--- src/rtl/register_file.sv ---
// Multi-word register storage: one synchronous write port and two
// combinational read ports, with optional write bypass and zero register.
module register_file #(
  parameter int WIDTH      = 8,
  parameter int DEPTH      = 4,
  parameter int ADDR_WIDTH = $clog2(DEPTH),
  parameter bit BYPASS     = 1'b1,
  parameter bit ZERO_REG   = 1'b0
) (
  input  logic                  clock,
  input  logic                  reset,
  input  logic                  write_enable,
  input  logic [ADDR_WIDTH-1:0] write_address,
  input  logic [WIDTH-1:0]      write_data,
  input  logic [ADDR_WIDTH-1:0] read_address_a,
  output logic [WIDTH-1:0]      read_data_a,
  output logic                  valid_a,
  input  logic [ADDR_WIDTH-1:0] read_address_b,
  output logic [WIDTH-1:0]      read_data_b,
  output logic                  valid_b
);

  localparam logic [ADDR_WIDTH:0] LP_DEPTH =
    (ADDR_WIDTH+1)'(DEPTH);

  logic [WIDTH-1:0]      r_mem [DEPTH];
  logic [DEPTH-1:0]      r_valid;

  logic                  w_in_range;
  logic                  w_wr_ok;
  logic [ADDR_WIDTH-1:0] w_raddr  [2];
  logic [WIDTH-1:0]      w_rdata  [2];
  logic                  w_rvalid [2];

  assign w_in_range = {1'b0, write_address} < LP_DEPTH;

  // A write is dropped entirely when it targets a missing or
  // read-only register; bypass keys off the same qualified strobe.
  assign w_wr_ok = write_enable && w_in_range &&
                   !(ZERO_REG && (write_address == '0));

  always_ff @(posedge clock or posedge reset) begin
    if (reset) begin
      for (int i = 0; i < DEPTH; i++) begin
        r_mem[i] <= '0;
      end
      r_valid <= '0;
    end else if (w_wr_ok) begin
      for (int i = 0; i < DEPTH; i++) begin
        if (write_address == ADDR_WIDTH'(i)) begin
          r_mem[i]   <= write_data;
          r_valid[i] <= 1'b1;
        end
      end
    end
  end

  assign w_raddr[0] = read_address_a;
  assign w_raddr[1] = read_address_b;

  for (genvar p = 0; p < 2; p++) begin : g_rd
    always_comb begin
      w_rdata[p]  = '0;
      w_rvalid[p] = 1'b0;
      for (int i = 0; i < DEPTH; i++) begin
        if (w_raddr[p] == ADDR_WIDTH'(i)) begin
          w_rdata[p]  = r_mem[i];
          w_rvalid[p] = r_valid[i];
        end
      end
      if (BYPASS && !reset && w_wr_ok &&
          (write_address == w_raddr[p])) begin
        w_rdata[p]  = write_data;
        w_rvalid[p] = 1'b1;
      end
      if (ZERO_REG && (w_raddr[p] == '0)) begin
        w_rdata[p]  = '0;
        w_rvalid[p] = 1'b1;
      end
    end
  end

  assign read_data_a = w_rdata[0];
  assign valid_a     = w_rvalid[0];
  assign read_data_b = w_rdata[1];
  assign valid_b     = w_rvalid[1];

endmodule

--- config.mk ---
export PLATFORM = sky130hd
export DESIGN_NAME = register_file
export DESIGN_NICKNAME = d
export VERILOG_FILES = /design/src/rtl/register_file.sv
export SDC_FILE = /design/constraint.sdc
export NUM_CORES = 1
export LEC_CHECK = 0
export BUFFER_PORTS_ARGS = -buffer_cell sky130_fd_sc_hd__buf_2
export CORE_UTILIZATION = 60
export DETAILED_ROUTE_END_ITERATION = 8
export PLACE_DENSITY = 0.84
export SLEW_MARGIN = 10
export SYNTH_ARGS = -nofsm -noshare
export SYNTH_HDL_FRONTEND = slang
export SYNTH_SLANG_ARGS = --single-unit
--- constraint.sdc ---
create_clock -name clock -period 2.31 [get_ports clock]
set_input_delay 0 -clock clock [delete_from_list [all_inputs] [get_ports clock]]
set_output_delay 0 -clock clock [all_outputs]
set_load 0.01 [all_outputs]
# Word-level counts from Yosys, hierarchy flattened
# Cells that the tools add are included.
# classes
n_lt_le_gt_ge,0
n_eq_ne,11
multipliers,0
shifts,0
n_reduce_logical,11
n_div,0
bitwise_logic,0
add_sub_neg,0
n_mux,20
# op_table
operator,count
$mux W8,10
$eq A2 B2 Y1 const B,6
$mux W1,10
$reduce_and A2 Y1,4
$eq A2 B1 Y1 const B,3
$logic_not A2 Y1,3
$eq A2 B2 Y1,2
$logic_and A1 B1 Y1,3
$logic_not A1 Y1,1
# word_totals
inputBits,17
latchBits,0
mem_bits_rw,0
romBits,0
reg_bits,36
word_cells,50
mem_count,0
out_inout_bits,18

# Longest topological paths before layout
# depth
depth_word,6
ltp_mapped,4
mapped_depth_nobuf,3

# Least setup slack after synthesis
# Ideal clock, no wire load.
# synth_timing
path_kind,reg-to-output
startpoint,register r_mem[0] (netlist name)
endpoint,output read_data_a[0]
setup_slack_ps,1225
path_stages_with_launch,3
t_arrival_ps,1085
path_cell_list,dfrtp_1 mux4_2 mux2_4
# synth_via
elab_chain_cells,2
# synth_lines
item,line_no,rtl
from (decl),26,logic [WIDTH-1:0] r_mem [DEPTH];
"from (signal, indexed assignment)",51,r_mem[i] <= write_data;
$mux W8,66,if (w_raddr[p] == ADDR_WIDTH'(i)) begin
$mux W8,71,if (BYPASS && !reset && w_wr_ok &&
to (decl),16,"output logic [WIDTH-1:0] read_data_a,"
# No other way between the ends.

# Worst setup path after layout
# layout_timing
startpoint,register r_mem[27] (netlist name)
endpoint,output read_data_a[3]
# layout_via
elab_chain_cells,5
# layout_lines
item,line_no
$mux W8 (4 in series),66
$mux W8,71
# No other way between the ends.

==> key figures <==
Power
  • Switch Pwr: between 500 and 600 uW
  • Leak pwr: around 0.0011 uW
  • Switching portion of total power: 0.251
  • Clk pwr share: 0.331
  • P per Cell Area: roughly 800 nW/um^2
  • Combinational share of power: 0.272
  • Peak VDD IR: approximately 0.69 mV
  • Seq pwr share: 0.398
  • Internal power: 1540 uW

Setup path
  • Crit path DAT: ~1.7 ns
  • Critical Path Start Type: register
  • Slowest CP cell: mux4_2
  • Crit path required time: between 2 and 2.5 ns
  • Reg2reg setup slack: roughly 1.5 ns
  • Max stage delay on crit path: about 0.46 ns
  • Max FO, Critical Path: 3
  • Crit. End Element: output pin
  • Kind of critical path: reg2out
  • RR Endpoint: r_valid[0]
  • CP cell instances: mux4_2, mux2_4, buf_2
  • Worst R2R Path Depth: 1
  • Reg2reg start: r_valid[0]

STA
  • Max Fclk: ~600 MHz
  • Final worst-path cycle share: 0.720
  • Period minus WS final: about 1.7 ns
  • Setup TNS: 0 ns
  • Final hold vios: 0
  • Setup ws final: ~0.65 ns
  • Finish-stage setup viols: 0
  • Worst Skew: 0 ns
  • Final count of pins violating max slew: 0
  • Unrepaired setup endpoints after global routing: no
  • Worst-Margin Slew: roughly 0.5 ns
  • Relative slew slack: 0.659

Drt
  • Final wirelength: 4.54 mm
  • DR pass1 iterations: 4
  • Residual DRC count: 0
  • Vias: 1315
  • 1st-iter DRT viols: 21
  • Vias/cell: between 5 and 6
  • Post-route ant nets: 0
  • Average wire per standard cell: between 20 and 25 um

Yosys
  • Most frequently used flop master after synthesis: dfrtp_1
  • Async SR Flop Fraction: 1.00
  • Avg Cell Area, Syn: about 17 um^2
  • Distinct cells, synth: 18
  • Yosys reg bits: 36
  • Cells after Synth: ~130
  • Syn Nets: between 100 and 150
  • Share of the synthesized area in the top cell type: 0.415
  • Syn Std Cell Area: 2170 um^2
  • Synth top area cells: dfrtp_1, mux2_2, mux4_2
  • Ys Warns: 0
  • Post-synth EDFFs: 0
  • Register area share after synthesis: 0.415
  • Area leader, netlist: dfrtp_1

Clock tree
  • Clock slew at reported path FFs: between 0.1 and 0.15 ns
  • CTS tree: built
  • TritonCTS Sinks: 36
  • CTS Buffer Depth: 2
  • Post-cts sizing count: 0
  • Post-CTS Setup Repair Bufs: 0
  • Clk Latency, worst-skew pair: around 0.35 ns
  • H-tree level count: 2
  • Num CTS Buffers: 5
  • CTS root buffer: clkbuf_4

Floorplanning
  • Die area: ~3900 um^2
  • Core box area: ~3400 um^2
  • Initial Util: 0.640
  • Die W: 62.1 um
  • I/O Pins: 35
  • Die Y: 62.1 um
  • Rows: 21

Placement
  • Port Buffers: 34
  • Cell count after placement: a little over 200
  • Final RePlAce weighted congestion: between 0.7 and 0.8
  • Pre-CTS setup slack: approximately 1 ns
  • Post-DP HPWL: 2.83 mm

Flow run
  • Max-cap viol count: 0

Finish
  • Final #Nets: between 150 and 200
  • Register area: roughly 900 um^2
  • Layout fillers: 224
  • # diodes: 0
  • Multi-input gate area: ~1200 um^2
  • Finished Layout Cells: between 200 and 250
  • Layout cells sized above 1: 0.684
  • Synthesis-to-finish area growth: 18.6%

Global routing
  • GRT Overall Usage: 0.262
  • Vias in the first global route: approximately 1400
  • Largest net degree at the start of global routing: 37
  • Overflow after GRT: 0
  • First-pass GRT wire length: roughly 7.4 mm
  • Initial antenna violation count: 0

Outcome
  • Outcome: complete, no violations

Hold path
  • WHS Endpoint: r_valid[3]
  • Hold Path Class: in2reg
  • Hold_sp: write_enable
  • Hold depth: 3
==> worst max-delay path: cells and delay by family, from the launching register on <==
| family | cells | cell delay, ns |
|---|---|---|
| muxes | 2 | 0.74 |
| DFF | 1 | 0.42 |
| buffers and inverters | 1 | 0.14 |
==> cells by family after synthesis <==
| logic type | count (synthesis) | share of synthesized area |
|---|---|---|
| simple gates | 13 | 0.0589 |
| xor+xnor | 4 | 0.0300 |
| mux | 66 | 0.467 |
| flops | 36 | 0.415 |
| buf+inv | 9 | 0.0283 |
==> synthesized netlist by cell type, types with 2 or more instances <==
| library cell | count |
|---|---|
| dfrtp_1 | 36 |
| mux2_2 | 32 |
| mux2_4 | 16 |
| mux4_2 | 16 |
| xnor2_2 | 4 |
| buf_4 | 3 |
| inv_1 | 3 |
| nand2b_1 | 3 |
| buf_6 | 2 |
| mux4_1 | 2 |
| nand2_1 | 2 |
| nand3_4 | 2 |
| nand3b_2 | 2 |
==> layer usage <==
metal,wire [um],track usage,share of wire
met1,1850,0.326,0.41
met3,139,0.0460,0.031
met5,0,0,0
met4,74,0.0959,0.016
met2,2470,0.457,0.55
==> worst max-delay path by stage <==
| stage | startpoint | end | slack [ns] |
|---|---|---|---|
| CTS | r_mem[27] | read_data_a[3] | 0.64 |
| floorplan | r_mem[0] | read_data_a[0] | 1.23 |
| global placement | read_address_a[0] | read_data_a[2] | 1.00 |
| finish | r_mem[27] | read_data_a[3] | 0.65 |
| detailed placement | read_address_b[0] | read_data_b[3] | 0.99 |
| global route | r_mem[31] | read_data_b[7] | 0.59 |
==> power by group through the flow <==
stage | Combinational, uW | Clock [uW] | Sequential, uW
CTS | 564 | 689 | 816
global route | 593 | 712 | 831
floorplan | 425 | 0 | 795
global placement | 528 | 0 | 808
finish | 557 | 677 | 815
detailed placement | 547 | 0 | 822
==> state kept, by name, indices dropped and copies added (netlist names) <==
register / flops
r_mem: 32
r_valid: 4
==> cells in the final DEF (no fill, tap or decap) <==
master / instances
dfrtp_1: 36
buf_2: 34
mux2_2: 32
mux4_2: 16
mux2_4: 16
dlygate4sd3_1: 9
clkbuf_4: 5
xnor2_2: 4
nand2b_1: 3
inv_1: 3
bufinv_16: 3
nand3b_2: 2
nand3_4: 2
mux4_1: 2
nand2_1: 2
nand3_2: 1
nor3b_4: 1
or2_2: 1
and2b_2: 1
buf_4: 1
==> layout make-up <==
type / instances / share of cell area
Clock buffer: 5 / 0.0146
Clock inverter: 3 / 0.0350
Inverter: 3 / 0.00438
Multi-Input combinational cell: 83 / 0.469
Sequential cell: 36 / 0.350
Tap cell: 46 / 0.0224
Timing Repair Buffer: 44 / 0.104
==> stage by stage <==
stage | cell area [um^2] | hold slack (ns) | utilization | total power [uW]
after floorplan | 2170 | 0.135 | - | 1220
after global placement | 2350 | 0.124 | 0.694 | 1340
after detailed placement | 2350 | 0.153 | 0.694 | 1370
after CTS | 2570 | 0.129 | 0.759 | 2070
after global routing | 2570 | 0.133 | 0.759 | 2140
final | 2570 | 0.137 | 0.759 | 2050
==> timing repair <==
item | in CTS | in global routing
hold buffers | 9 | 0
setup endpoints to repair | 0 | 0
endpoints found under the hold margin | 68 | 0
Power figures use the tool's default switching activity.
